==> src/rtl/fp16_pkg.sv <==
// Shared types and constants for the sequential binary16 multiplier.
// FP16_ROUND_NEAREST_EN adds the ROUND state (round-to-nearest-even);
// without it the product is truncated.
package fp16_pkg;

   localparam int EXP_W      = 5;
   localparam int FRAC_W     = 10;
   localparam int SIG_W      = FRAC_W + 1;
   localparam int PROD_W     = 2 * SIG_W;
   localparam int EXPS_W     = 7;
   localparam int MULT_STEPS = SIG_W;

   localparam logic signed [EXPS_W-1:0] BIAS     = 7'sd15;
   localparam logic signed [EXPS_W-1:0] EXP_MAX  = 7'sd31;
   localparam logic        [EXP_W-1:0]  EXP_ALL1 = 5'h1F;
   localparam logic        [15:0]       QNAN     = 16'h7E00;

   typedef enum logic [2:0] {
      IDLE,
      MULT,
      NORM,
`ifdef FP16_ROUND_NEAREST_EN
      ROUND,
`endif
      DONE
   } state_t;

   typedef struct packed {
      logic              sign;
      logic [EXP_W-1:0]  exp;
      logic [FRAC_W-1:0] frac;
   } fp16_t;

   function automatic fp16_t fp16_unpack(input logic [15:0] v);
      return fp16_t'(v);
   endfunction

endpackage

==> src/rtl/fp16_mant_mul.sv <==
// Radix-2 shift-add multiplier for the 11-bit significands.
// load clears the accumulator and captures both operands; each step
// consumes one multiplier bit, so the product is complete after DATA_W steps.
module fp16_mant_mul
   import fp16_pkg::*;
#(
   parameter int DATA_W = SIG_W
) (
   input  logic                  clk,
   input  logic                  reset,
   input  logic                  load,
   input  logic                  step,
   input  logic [DATA_W-1:0]     mcand_in,
   input  logic [DATA_W-1:0]     mplier_in,
   output logic [2*DATA_W-1:0]   product
);

   logic [DATA_W-1:0] mcand_q;
   logic [DATA_W-1:0] hi_q;
   logic [DATA_W-1:0] lo_q;
   logic [DATA_W:0]   sum;

   // Partial sum: add the multiplicand when the current multiplier bit is set.
   always_comb begin
      sum = {1'b0, hi_q} + (lo_q[0] ? {1'b0, mcand_q} : '0);
   end

   // Accumulator shifts right one bit per step; multiplier bits drain out of lo_q.
   always_ff @(posedge clk or posedge reset) begin
      if (reset) begin
         mcand_q <= '0;
         hi_q    <= '0;
         lo_q    <= '0;
      end else if (load) begin
         mcand_q <= mcand_in;
         hi_q    <= '0;
         lo_q    <= mplier_in;
      end else if (step) begin
         hi_q    <= sum[DATA_W:1];
         lo_q    <= {sum[0], lo_q[DATA_W-1:1]};
      end
   end

   assign product = {hi_q, lo_q};

endmodule

==> src/rtl/fp16_mul_seq.sv <==
// Sequential IEEE-754 binary16 multiplier: IDLE -> MULT (11 cycles) -> NORM
// [-> ROUND] -> DONE. Subnormals flush to zero; specials share the fixed latency.
// Define FP16_ROUND_NEAREST_EN for round-to-nearest-even (one extra cycle).
module fp16_mul_seq
   import fp16_pkg::*;
(
   input  logic        clk,
   input  logic        reset,
   input  logic        start,
   input  logic [15:0] op_a,
   input  logic [15:0] op_b,
   output logic        busy,
   output logic        done,
   output logic [15:0] result
);

   state_t                    state_q, state_d;
   logic [3:0]                cnt_q;
   fp16_t                     opa_q, opb_q;
   logic signed [EXPS_W-1:0]  exp_q;
   logic [PROD_W-1:0]         prod;
   logic [15:0]               result_q;
   logic                      load, step, ld_result;

   logic                      res_sign;
   logic                      spec_hit;
   logic [15:0]               spec_val;
   logic [FRAC_W-1:0]         nfrac;
   logic signed [EXPS_W-1:0]  nexp;
   logic [15:0]               final_val;

   // Clamp the exponent: too large -> signed inf, too small -> signed zero.
   function automatic logic [15:0] sat_pack(input logic s,
                                            input logic signed [EXPS_W-1:0] e,
                                            input logic [FRAC_W-1:0] f);
      if (e >= EXP_MAX)
         sat_pack = {s, EXP_ALL1, {FRAC_W{1'b0}}};
      else if (e <= 7'sd0)
         sat_pack = {s, 15'h0000};
      else
         sat_pack = {s, e[EXP_W-1:0], f};
   endfunction

   // Round-to-nearest-even; returns {carry, frac}. A carry means 1.11..1 + ulp = 10.0.
   function automatic logic [FRAC_W:0] round_rne(input logic [FRAC_W-1:0] f,
                                                 input logic g,
                                                 input logic st);
      logic inc;
      inc = g & (st | f[0]);
      return {1'b0, f} + {{FRAC_W{1'b0}}, inc};
   endfunction

   assign load = (state_q == IDLE) && start;
   assign step = (state_q == MULT);

   fp16_mant_mul #(
      .DATA_W (SIG_W)
   ) u_mant_mul (
      .clk       (clk),
      .reset     (reset),
      .load      (load),
      .step      (step),
      .mcand_in  ({1'b1, op_a[FRAC_W-1:0]}),
      .mplier_in ({1'b1, op_b[FRAC_W-1:0]}),
      .product   (prod)
   );

   // State register.
   always_ff @(posedge clk or posedge reset) begin
      if (reset) state_q <= IDLE;
      else       state_q <= state_d;
   end

   // Next-state and status outputs.
   always_comb begin
      state_d = state_q;
      busy    = (state_q != IDLE);
      done    = 1'b0;
      case (state_q)
         IDLE: if (start) state_d = MULT;
         MULT: if (cnt_q == 4'(MULT_STEPS - 1)) state_d = NORM;
`ifdef FP16_ROUND_NEAREST_EN
         NORM:  state_d = ROUND;
         ROUND: state_d = DONE;
`else
         NORM:  state_d = DONE;
`endif
         DONE: begin
            done    = 1'b1;
            state_d = IDLE;
         end
         default: state_d = IDLE;
      endcase
   end

   // MULT step counter, parked at zero outside MULT.
   always_ff @(posedge clk or posedge reset) begin
      if (reset)                 cnt_q <= '0;
      else if (state_q == MULT)  cnt_q <= cnt_q + 4'd1;
      else                       cnt_q <= '0;
   end

   // Operand capture on an accepted start; later starts are ignored until IDLE.
   always_ff @(posedge clk or posedge reset) begin
      if (reset) begin
         opa_q <= '0;
         opb_q <= '0;
      end else if (load) begin
         opa_q <= fp16_unpack(op_a);
         opb_q <= fp16_unpack(op_b);
      end
   end

   // Unbiased-sum exponent, formed in the first MULT cycle.
   always_ff @(posedge clk or posedge reset) begin
      if (reset)
         exp_q <= '0;
      else if (state_q == MULT && cnt_q == 4'd0)
         exp_q <= $signed({2'b00, opa_q.exp}) + $signed({2'b00, opb_q.exp}) - BIAS;
   end

   // Special operands: NaN and inf x zero -> canonical NaN, inf -> inf, zero/subnormal -> zero.
   always_comb begin
      logic a_nan, b_nan, a_inf, b_inf, a_zero, b_zero;
      res_sign = opa_q.sign ^ opb_q.sign;
      a_zero   = (opa_q.exp == '0);
      b_zero   = (opb_q.exp == '0);
      a_inf    = (opa_q.exp == EXP_ALL1) && (opa_q.frac == '0);
      b_inf    = (opb_q.exp == EXP_ALL1) && (opb_q.frac == '0);
      a_nan    = (opa_q.exp == EXP_ALL1) && (opa_q.frac != '0);
      b_nan    = (opb_q.exp == EXP_ALL1) && (opb_q.frac != '0);
      spec_hit = 1'b1;
      spec_val = QNAN;
      if (a_nan || b_nan)
         spec_val = QNAN;
      else if (a_inf || b_inf)
         spec_val = (a_zero || b_zero) ? QNAN : {res_sign, EXP_ALL1, {FRAC_W{1'b0}}};
      else if (a_zero || b_zero)
         spec_val = {res_sign, 15'h0000};
      else
         spec_hit = 1'b0;
   end

`ifdef FP16_ROUND_NEAREST_EN
   logic                      guard, sticky;
   logic [FRAC_W-1:0]         nfrac_q;
   logic signed [EXPS_W-1:0]  nexp_q;
   logic                      guard_q, sticky_q;
   logic [FRAC_W:0]           rnd;
   logic signed [EXPS_W-1:0]  rnd_exp;

   // Normalise the 22-bit product, keeping guard and sticky for rounding.
   always_comb begin
      if (prod[PROD_W-1]) begin
         nfrac  = prod[20:11];
         nexp   = exp_q + 7'sd1;
         guard  = prod[10];
         sticky = |prod[9:0];
      end else begin
         nfrac  = prod[19:10];
         nexp   = exp_q;
         guard  = prod[9];
         sticky = |prod[8:0];
      end
   end

   // ---- NORM -> ROUND boundary ----
   // Normalised fields held for the ROUND cycle.
   always_ff @(posedge clk or posedge reset) begin
      if (reset) begin
         nfrac_q  <= '0;
         nexp_q   <= '0;
         guard_q  <= 1'b0;
         sticky_q <= 1'b0;
      end else if (state_q == NORM) begin
         nfrac_q  <= nfrac;
         nexp_q   <= nexp;
         guard_q  <= guard;
         sticky_q <= sticky;
      end
   end

   // Round, renormalise on carry-out, then re-check overflow; underflow is decided before rounding.
   always_comb begin
      rnd     = round_rne(nfrac_q, guard_q, sticky_q);
      rnd_exp = nexp_q + $signed({{(EXPS_W-1){1'b0}}, rnd[FRAC_W]});
      if (nexp_q <= 7'sd0)
         final_val = {res_sign, 15'h0000};
      else
         final_val = sat_pack(res_sign, rnd_exp, rnd[FRAC_W-1:0]);
   end

   assign ld_result = (state_q == ROUND);
`else
   logic unused_prod_lsbs;
   assign unused_prod_lsbs = ^prod[9:0];

   // Normalise the 22-bit product and truncate to 10 fraction bits.
   always_comb begin
      if (prod[PROD_W-1]) begin
         nfrac = prod[20:11];
         nexp  = exp_q + 7'sd1;
      end else begin
         nfrac = prod[19:10];
         nexp  = exp_q;
      end
      final_val = sat_pack(res_sign, nexp, nfrac);
   end

   assign ld_result = (state_q == NORM);
`endif

   // ---- result register, loaded on entry to DONE ----
   // Result holds until the next completed operation.
   always_ff @(posedge clk or posedge reset) begin
      if (reset)          result_q <= '0;
      else if (ld_result) result_q <= spec_hit ? spec_val : final_val;
   end

   assign result = result_q;

endmodule

==> config.mk <==
export PLATFORM = sky130hd
export DESIGN_NAME = fp16_mul_seq
export DESIGN_NICKNAME = d
export VERILOG_FILES = /design/src/rtl/fp16_pkg.sv /design/src/rtl/fp16_mant_mul.sv /design/src/rtl/fp16_mul_seq.sv
export SDC_FILE = /design/constraint.sdc
export NUM_CORES = 1
export LEC_CHECK = 0
export CAP_MARGIN = 25
export CORE_MARGIN = 5
export CORE_UTILIZATION = 51
export DETAILED_ROUTE_END_ITERATION = 7
export PLACE_DENSITY = 0.76
export RECOVER_POWER = 25
export SLEW_MARGIN = 10
export SYNTH_ARGS = -nofsm -noshare
export SYNTH_HDL_FRONTEND = slang
export SYNTH_SLANG_ARGS = --single-unit
==> constraint.sdc <==
create_clock -name clk -period 2.7 [get_ports clk]
set_input_delay 0.54 -clock clk [delete_from_list [all_inputs] [get_ports clk]]
set_output_delay 0.54 -clock clk [all_outputs]
set_load 0.01 [all_outputs]
==> results.sh, run 1 <==
export IMPL_yosys_warnings=0
export IMPL_hold_class="reg -> reg"
export IMPL_ios=53
export IMPL_antenna_found_initial=0
export IMPL_avgSynthCellArea_um2=9.29
export IMPL_syn_inst=513
export IMPL_routed_wl_mm=10.4
export IMPL_synth_area_top_cells="dfrtp_1 44%, nand2_1 8.4%, ha_1 7.9%"
export IMPL_critical_path_peak_fanout=4
export IMPL_status="finished, final reports clean"
export IMPL_cts_resized=0
export IMPL_ctsHoldBuffers=0
export IMPL_skew_ps=11.2
export IMPL_finalCriticalPeriod_ps=2480
export IMPL_cts_num_sinks=84
export IMPL_diodes=0
export IMPL_nFillCells=772
export IMPL_slew_headroom_pct=24.6
export IMPL_yosysMostFrequentCell="nand2_1"
export IMPL_synth_seq_cells=84
export IMPL_dpl_cell_area_um2=5400
export IMPL_drc=0
export IMPL_peakVddDrop_mv=0.463
export IMPL_htree_levels=3
export IMPL_rsz0062_at_grt="false"
export IMPL_finalMaxSlewViolations=0
export IMPL_gr_total_overflow=0
export IMPL_synth_edf_count=0
export IMPL_finalCritPeriodShare_pct=91.7
export IMPL_port_buffers=52
export IMPL_drive_above_1_share_pct=6.74
export IMPL_dr_pass1_iters=5
export IMPL_routedWlPerCell_um=15.4
export IMPL_hold_viol=0
export IMPL_fp_dieH_um=107
export IMPL_die_x_um=107
export IMPL_syn2layout_area_growth_pct=17.5
export IMPL_yosysTopAreaCellShare_pct=44.1
export IMPL_ys_flop_type="dfrtp_1"
export IMPL_post_cts_buffers=0
export IMPL_critPathKind="reg -> reg"
export IMPL_finalSetupViolations=0
export IMPL_grt_use_total_pct=19.5
export IMPL_synthArstFlopShare_pct=100
export IMPL_worst_setup_path_end_kind="flip-flop"
export IMPL_p_per_area_nw_per_um2=1130
export IMPL_hold_slack_ps=485
export IMPL_start_util_pct=52.0
export IMPL_final_cell_area_um2=5600
export IMPL_grt_pass1_wl_mm=18.0
export IMPL_vias=3874
export IMPL_grt_max_degree=85
export IMPL_gp_congestion=0.889
export IMPL_max_freq_mhz=404
export IMPL_clock_latency_ps=350
export IMPL_numCtsBuffers=9
export IMPL_nets=626
export IMPL_cts_tree="built"
export IMPL_grt_pass1_vias=3752
export IMPL_yosysSeqAreaShare_pct=44.1
export IMPL_rows=35
export IMPL_yosysUniqueCellTypes=61
export IMPL_arrival_ps=2710
export IMPL_coreArea_um2=9150
export IMPL_via_per_inst=5.74
export IMPL_setup_worst_path_start_class="flip-flop"
export IMPL_netlist_top_cells_count="107 x nand2_1, 84 x dfrtp_1, 34 x inv_1, 30 x ha_1, 29 x o21ai_0"
export IMPL_max_cap_violations=0
export IMPL_setup_tns_ps=0
export IMPL_cts_root_buffer="clkbuf_8"
export IMPL_syn_cell_area_um2=4760
export IMPL_tightest_slew_ps=1130
export IMPL_p_leak_uw=0.00249
export IMPL_dpl_hpwl_mm=7.73
export IMPL_yosysTopAreaCell="dfrtp_1"
export IMPL_syn_nets=580
export IMPL_clk_pin_slew_ps=90
export IMPL_ant_nets=0
export IMPL_clk_path_buf_depth=2
export IMPL_drt_iter0_drc=169
export IMPL_cp_required_ps=2930
export IMPL_die_area_um2=11400
-- registers in the layout, summed over array words and instances, names as in the netlist --
name,count
cnt_q,4
exp_q,7
opa_q,15
opb_q,16
result,16
state_q,2
u_mant_mul.hi_q,11
u_mant_mul.lo_q,11
u_mant_mul.mcand_q,2
-- cell type report --
type	count	area [um^2]	area share (%)
multi-input combinational	372	2440	43.6
sequential	84	2100	37.6
timing repair buffer	58	578	10.3
tap	111	139	2.48
clock buffer	10	138	2.46
inverter	34	131	2.35
clock inverter	6	68.8	1.23
-- metal layers --
metal	vias to the layer above	GRT usage, %	wire (um)
li1	1887	-	-
met1	1879	25.7	4640
met2	94	33.0	5180
met3	14	4.03	422
met4	0	4.93	153
met5	-	0	0
-- critical path, cell delays in order (launching register included) --
cell      delay (ps)
dfrtp_1          420
or4_2            660
o22ai_1          270
ha_1             190
o21ai_0           80
a221oi_1         350
a21boi_2         300
a21oi_1          100
-- cells by family (layout without fill, tap and decap cells) --
logic type	Yosys count	count (layout)	share of synthesized area, %
simple gates	209	209	20.9
flops	84	84	44.1
fa+ha+maj	32	32	8.72
compound gates	97	97	14.6
xor+xnor	11	11	2.02
buf+inv	57	108	4.81
mux	23	23	4.89
-- placed cells by master (no fill, tap or decap), drive strengths merged, types with 7 or more instances in the layout --
master	netlist	final
nand2	108	108
dfrtp	84	84
clkdlybuf4s50	0	51
inv	34	35
ha	30	30
o21ai	30	30
nor2	25	25
mux2i	21	21
a21oi	14	14
nor3	12	12
nand3	12	12
o32ai	11	11
and2	11	11
clkbuf	17	11
o21a	7	7
nor4	7	7
-- per-stage QoR --
step                cells  setup WS, ps  util (%)  total power [uW]
global placement      659           332      59.0              5280
CTS                   675           229      61.3              6400
global route          675          43.8      61.1              6920
finish                675           225      61.1              6350
floorplan             513           472         -              4480
detailed placement    659           247      59.0              5450
-- worst paths after layout --
| kind | startpoint | endpoint | slack (ps) | cells past startpoint |
|---|---|---|---|---|
| setup / recovery | opa_q[11]$_DFFE_PP0P_ | result[11]$_DFFE_PP0P_ | 220 | 7 |
| hold / removal | u_mant_mul.mcand_q[10]$_DFFE_PP0P_ | u_mant_mul.mcand_q[10]$_DFFE_PP0P_ | 480 | 1 |
| setup reg to reg | opa_q[11]$_DFFE_PP0P_ | result[11]$_DFFE_PP0P_ | 220 | 7 |
| hold reg to reg | u_mant_mul.mcand_q[10]$_DFFE_PP0P_ | u_mant_mul.mcand_q[10]$_DFFE_PP0P_ | 480 | 1 |
| max in group asynchronous | reset | state_q[0]$_DFFE_PP0P_ | 910 | 3 |
| min in group asynchronous | reset | u_mant_mul.hi_q[3]$_DFFE_PP0P_ | 1060 | 3 |
-- power by group --
part | internal [uW] | total, uW | switching (uW)
Clock | 460 | 934 | 474
Combinational | 1390 | 3090 | 1700
Sequential | 1830 | 2330 | 497
Total | 3680 | 6350 | 2670
No activity file was read; power rests on OpenSTA's default activity.
==> run 2, diff against run 1 <==
--- a/config.mk
+++ b/config.mk
@@ -5,6 +5,7 @@
 export SDC_FILE = /design/constraint.sdc
 export NUM_CORES = 1
 export LEC_CHECK = 0
+export ABC_AREA = 1
 export CAP_MARGIN = 25
 export CORE_MARGIN = 5
 export CORE_UTILIZATION = 51
==> run 2 against run 1 <==
Sequential cell count did not move. Clock skew shrank 2.1 ps. Synthesized cell count increased by 16%. Largest cell class unchanged. Clock-buffer cell count unchanged. Register-to-register slack better by 210 ps. Non-clock buffer count did not move. Global-route usage decreased by 0.45 points. First-iteration DRC count is 34% higher.
==> results.sh, run 2 <==
export IMPL_grt_max_degree=85
export IMPL_max_cap_violations=0
export IMPL_fin_ws_ps=434
export IMPL_yosys_warnings=0
export IMPL_die_area_um2=11300
export IMPL_drt_iter0_drc=226
export IMPL_dr_pass1_iters=4
export IMPL_drive_above_1_share_pct=7.80
export IMPL_diodes=0
export IMPL_max_freq_mhz=441
export IMPL_gr_total_overflow=0
export IMPL_grt_use_total_pct=19.1
export IMPL_arrival_ps=2480
export IMPL_place_ws_ps=429
export IMPL_cts_tree="built"
export IMPL_worstPathCellList="nand2_1 -> inv_1 -> ha_1 -> inv_1 -> fa_1 -> o21ai_0 -> nand2_1 -> o211ai_1 -> a21oi_1 -> o21ai_0 -> o21ai_0"
export IMPL_finalCritPeriodShare_pct=83.9
export IMPL_antenna_found_initial=0
export IMPL_yosysUniqueCellTypes=39
export IMPL_htree_levels=3
export IMPL_gp_congestion=0.872
export IMPL_routed_wl_mm=9.97
export IMPL_start_util_pct=51.8
export IMPL_cts_resized=0
export IMPL_skew_ps=9.04
export IMPL_hold_class="reg -> reg"
export IMPL_fp_dieH_um=106
export IMPL_post_cts_buffers=0
export IMPL_p_leak_uw=0.00276
export IMPL_top_usage_layer="met2"
export IMPL_via_per_inst=5.13
export IMPL_grt_use_met3_pct=3.58
export IMPL_grt_pass1_wl_mm=17.7
export IMPL_vias=3928
export IMPL_crit_path_max_incr_delay_ps=560
export IMPL_port_buffers=52
export IMPL_clk_path_buf_depth=2
export IMPL_cp_common_cell="o21ai_0"
export IMPL_netlist_top_cells_count="178 x nand2_1, 84 x dfrtp_1, 60 x inv_1, 53 x nor2_1, 50 x o21ai_0"
export IMPL_syn_nets=664
export IMPL_nets=717
export IMPL_avgSynthCellArea_um2=7.91
export IMPL_dpl_hpwl_mm=7.44
export IMPL_dp_cells=750
export IMPL_grt_use_met1_pct=27.1
export IMPL_cts_num_sinks=84
export IMPL_hold_viol=0
export IMPL_yosysMostFrequentCell="nand2_1"
export IMPL_finalCriticalPeriod_ps=2270
export IMPL_cts_root_buffer="clkbuf_8"
export IMPL_ys_flop_type="dfrtp_1"
export IMPL_die_x_um=106
export IMPL_slew_headroom_pct=25.1
export IMPL_p_per_area_nw_per_um2=1150
export IMPL_ant_nets=0
export IMPL_rows=35
export IMPL_mostFrequentLayoutCell="nand2_1"
export IMPL_status="finished, final reports clean"
export IMPL_syn_cell_area_um2=4720
export IMPL_drc=0
export IMPL_ios=53
export IMPL_critical_path_peak_fanout=12
export IMPL_ctsHoldBuffers=0
export IMPL_grt_pass1_vias=3852
export IMPL_use_met2_pct=29.9
export IMPL_cp_required_ps=2920
export IMPL_yosysTopAreaCellShare_pct=44.5
export IMPL_clk_pin_slew_ps=80
export IMPL_finalSetupViolations=0
export IMPL_setup_worst_path_start_class="flip-flop"
export IMPL_worst_setup_path_end_kind="flip-flop"
export IMPL_setup_tns_ps=0
export IMPL_syn_inst=597
export IMPL_routedWlPerCell_um=13.0
export IMPL_clock_latency_ps=340
export IMPL_syn2layout_area_growth_pct=18.0
export IMPL_synth_edf_count=0
export IMPL_critPathKind="reg -> reg"
export IMPL_finalMaxSlewViolations=0
export IMPL_final_cells=765
export IMPL_numCtsBuffers=9
export IMPL_final_cell_area_um2=5570
export IMPL_yosysTopAreaCell="dfrtp_1"
export IMPL_synth_seq_cells=84
export IMPL_dpl_cell_area_um2=5380
export IMPL_yosysSeqAreaShare_pct=44.5
export IMPL_tightest_slew_ps=1120
export IMPL_synth_area_top_cells="dfrtp_1 45%, nand2_1 14%, ha_1 8.0%"
export IMPL_coreArea_um2=9110
export IMPL_final_cell_mix="178 x nand2_1, 84 x dfrtp_1, 59 x inv_1"
export IMPL_rsz0062_at_grt="false"
export IMPL_worst_path_max_delay_cell="dfrtp_1"
export IMPL_peakVddDrop_mv=0.577
export IMPL_synthArstFlopShare_pct=100
-- run 2: changes by cell type after synthesis, sizes merged, moves of 5 or more --
cell | previous run | this run
nand2 | 108 | 186
nor2 | 25 | 62
inv | 34 | 63
o21ai | 30 | 54
mux2i | 21 | 1
a21oi | 14 | 33
nand3 | 12 | 31
o32ai | 11 | 0
and2 | 11 | 1
nor4 | 7 | 0
o21a | 7 | 1
and3 | 5 | 0
nor3 | 12 | 7
-- run 2: cells by family (layout without fill, tap and decap cells) --
logic type,Yosys count,count (layout),share of synthesized area (%)
fa+ha+maj,32,32,8.80
xor+xnor,7,7,1.46
mux,1,1,0.212
compound gates,99,99,11.3
buf+inv,80,137,6.47
flops,84,84,44.5
simple gates,294,294,27.3
-- run 2: area by class of cell --
class | count | area [um^2]
well taps | 111 | 139
flip-flops and latches | 84 | 2100
clock buffers | 10 | 128
fillers | 826 | 3540
multi-input cells | 433 | 2310
repair buffers | 58 | 566
inverters | 64 | 244
clock inverters | 5 | 77.6
-- run 2: per-layer routing --
metal | vias up | share of wire, %
li1 | 2018 | -
met1 | 1808 | 49
met2 | 93 | 46
met3 | 9 | 4.2
met4 | 0 | 0.99
met5 | - | 0
-- run 2: path summary, 6_finish.rpt --
kind	from	end	slack, ps	depth (start not counted)
max	u_mant_mul.lo_q[0]$_DFFE_PP0P_	u_mant_mul.hi_q[7]$_DFFE_PP0P_	430	11
min	result[5]$_DFFE_PP0P_	result[5]$_DFFE_PP0P_	480	2
max reg2reg	u_mant_mul.lo_q[0]$_DFFE_PP0P_	u_mant_mul.hi_q[7]$_DFFE_PP0P_	430	11
min reg2reg	result[5]$_DFFE_PP0P_	result[5]$_DFFE_PP0P_	480	2
max in group asynchronous	reset	opa_q[0]$_DFFE_PP0P_	920	3
min in group asynchronous	reset	opb_q[10]$_DFFE_PP0P_	1070	3
-- run 2: metrics by stage --
| step | hold slack [ps] | total power [uW] | utilization, % |
|---|---|---|---|
| 2_1_floorplan | 440 | 4520 | - |
| 3_3_place_gp | 452 | 5320 | 59.0 |
| 3_5_place_dp | 462 | 5460 | 59.0 |
| 4_1_cts | 481 | 6440 | 61.3 |
| 5_1_grt | 502 | 7040 | 61.1 |
| 6_report | 480 | 6390 | 61.1 |
-- run 2: worst max-delay path: cells and delay by family, from the launching register on --
| family | cells | cell delay [ps] |
|---|---|---|
| buf+inv | 2 | 120 |
| simple gates | 2 | 180 |
| flops | 1 | 560 |
| compound gates | 5 | 730 |
| fa+ha+maj | 2 | 560 |
-- run 2: power by group --
part / internal, uW / leakage, uW / switching, uW
combinational: 1270 / 0.00161 / 1920
clock: 514 / 0.000102 / 442
sequential: 1810 / 0.00105 / 423
==> run 3, diff against run 2 <==
--- a/config.mk
+++ b/config.mk
@@ -8,9 +8,9 @@
 export ABC_AREA = 1
 export CAP_MARGIN = 25
 export CORE_MARGIN = 5
-export CORE_UTILIZATION = 51
+export CORE_UTILIZATION = 55
 export DETAILED_ROUTE_END_ITERATION = 7
-export PLACE_DENSITY = 0.76
+export PLACE_DENSITY = 0.78
 export RECOVER_POWER = 25
 export SLEW_MARGIN = 10
 export SYNTH_ARGS = -nofsm -noshare
==> constraint.sdc (replaced) <==
create_clock -name clk -period 2.1 [get_ports clk]
set_input_delay 0.42 -clock clk [delete_from_list [all_inputs] [get_ports clk]]
set_output_delay 0.42 -clock clk [all_outputs]
set_load 0.01 [all_outputs]
==> run 3 against run 2 <==
Setup slack got worse by 320 ps. Clock power grew 14%. Wire length rose by 0.50%. Largest power group unchanged. Highest routed layer unchanged.
==> results.sh, run 3 (synthesis gave the netlist of run 2 again) <==
export IMPL_critPathKind="reg -> reg"
export IMPL_final_cell_mix="177 x nand2_1, 84 x dfrtp_1, 59 x inv_1"
export IMPL_crit_path_max_incr_delay_ps=430
export IMPL_antenna_found_initial=0
export IMPL_via_per_inst=5.10
export IMPL_gr_total_overflow=0
export IMPL_routed_wl_mm=10.0
export IMPL_diodes=0
export IMPL_final_cells=766
export IMPL_slew_headroom_pct=44.3
export IMPL_ios=53
export IMPL_coreArea_um2=8300
export IMPL_finalMaxSlewViolations=0
export IMPL_peakVddDrop_mv=0.771
export IMPL_cts_num_sinks=84
export IMPL_max_freq_mhz=503
export IMPL_die_x_um=103
export IMPL_worst_path_max_delay_cell="dfrtp_1"
export IMPL_dr_pass1_iters=4
export IMPL_arrival_ps=2260
export IMPL_post_route_util_pct=67.7
export IMPL_worstPathCellList="ha_1 -> ha_1 -> fa_1 -> a21oi_1 -> o21ai_0 -> xnor2_1 -> o21ai_0"
export IMPL_fp_dieH_um=103
export IMPL_worst_hold_path_num_cells=1
export IMPL_clk_pin_slew_ps=80
export IMPL_setup_tns_ps=0
export IMPL_p_per_area_nw_per_um2=1460
export IMPL_finalCriticalPeriod_ps=1990
export IMPL_hold_slack_ps=475
export IMPL_setup_worst_path_start_class="flip-flop"
export IMPL_worst_setup_path_end_kind="flip-flop"
export IMPL_dpl_hpwl_mm=7.69
export IMPL_mostFrequentLayoutCell="nand2_1"
export IMPL_totalPowerFinal_uw=8180
export IMPL_drive_above_1_share_pct=10.1
export IMPL_syn2layout_area_growth_pct=19.0
export IMPL_grt_max_degree=39
export IMPL_cts_root_buffer="clkbuf_8"
export IMPL_skew_ps=6.64
export IMPL_start_util_pct=56.9
export IMPL_grt_pass1_vias=3755
export IMPL_ant_nets=0
export IMPL_grt_pass1_wl_mm=17.2
export IMPL_dp_cells=750
export IMPL_r2r_cells=7
export IMPL_cts_tree="built"
export IMPL_cp_required_ps=2380
export IMPL_critical_path_peak_fanout=4
export IMPL_gp_congestion=0.868
export IMPL_p_leak_uw=0.00278
export IMPL_status="finished, final reports clean"
export IMPL_finalSetupViolations=0
export IMPL_rows=33
export IMPL_hold_viol=0
export IMPL_htree_levels=3
export IMPL_drt_iter0_drc=167
export IMPL_drc=0
export IMPL_vias=3909
export IMPL_hold_class="reg -> reg"
export IMPL_max_cap_violations=0
export IMPL_tightest_slew_ps=836
export IMPL_port_buffers=52
export IMPL_routedWlPerCell_um=13.1
export IMPL_numCtsBuffers=9
export IMPL_die_area_um2=10500
export IMPL_clock_latency_ps=350
export IMPL_finalCritPeriodShare_pct=94.6
export IMPL_clk_path_buf_depth=2
export IMPL_nets=723
export IMPL_grt_use_total_pct=20.6
[run 3: changes by cell type in the layout (fill, tap and decap cells not counted), sizes merged]
cell / delta
buf: +7
bufinv: -2
clkbuf: +1
clkdlybuf4s50: -1
clkinvlp: +1
dlygate4sd2: +1
[run 3: routing by layer]
layer,track usage [%],up-vias,part of all wire (%)
met1,28.5,1808,48
met3,3.04,10,4.0
met5,0,-,0
li1,-,2019,-
met4,6.66,0,1.4
met2,33.5,72,47
[run 3: path summary, 6_finish.rpt]
kind                                                 endpoint  slack (ps)                                from
setup / recovery                         exp_q[5]$_DFFE_PP0P_         110               opa_q[11]$_DFFE_PP0P_
hold / removal             u_mant_mul.mcand_q[10]$_DFFE_PP0P_         480  u_mant_mul.mcand_q[10]$_DFFE_PP0P_
setup reg to reg                         exp_q[5]$_DFFE_PP0P_         110               opa_q[11]$_DFFE_PP0P_
hold reg to reg            u_mant_mul.mcand_q[10]$_DFFE_PP0P_         480  u_mant_mul.mcand_q[10]$_DFFE_PP0P_
max in group asynchronous                opb_q[1]$_DFFE_PP0P_         350                               reset
min in group asynchronous               opa_q[15]$_DFFE_PP0P_         560                               reset
[run 3: critical path, delay by kind of cell (launching register included)]
kind / cells / cell delay (ps)
flip-flops: 1 / 430
adder cells (fa/ha/maj): 3 / 950
XOR/XNOR: 1 / 140
AO/OA/AOI/OAI: 3 / 400
[run 3: repair_timing]
action,CTS,global route
buffers inserted,0,0
endpoints found under the setup margin,1,18
hold buffers,0,0
resized for setup,1,11
pin swaps,0,0
[run 3: where the power goes]
| part | switching [uW] | internal (uW) | leakage, uW |
|---|---|---|---|
| Clock | 567 | 521 | 0.0000982 |
| Sequential | 523 | 2330 | 0.00105 |
| Combinational | 2540 | 1700 | 0.00164 |
| Total | 3630 | 4550 | 0.00278 |
[run 3: metrics by stage]
step           instance area [um^2]  setup slack [ps]
2_1_floorplan                  4720              8.95
3_3_place_gp                   5430              43.9
3_5_place_dp                   5430             -15.7
4_1_cts                        5610              98.2
5_1_grt                        5620             -13.4
6_report                       5620               113
[run 3: cell type report]
class / count / area [um^2]
clock buffer: 12 / 165
clock inverter: 4 / 22.5
fill: 724 / 2680
inverter: 64 / 245
multi-input combinational: 433 / 2340
sequential: 84 / 2100
tap: 105 / 131
timing repair buffer: 64 / 604
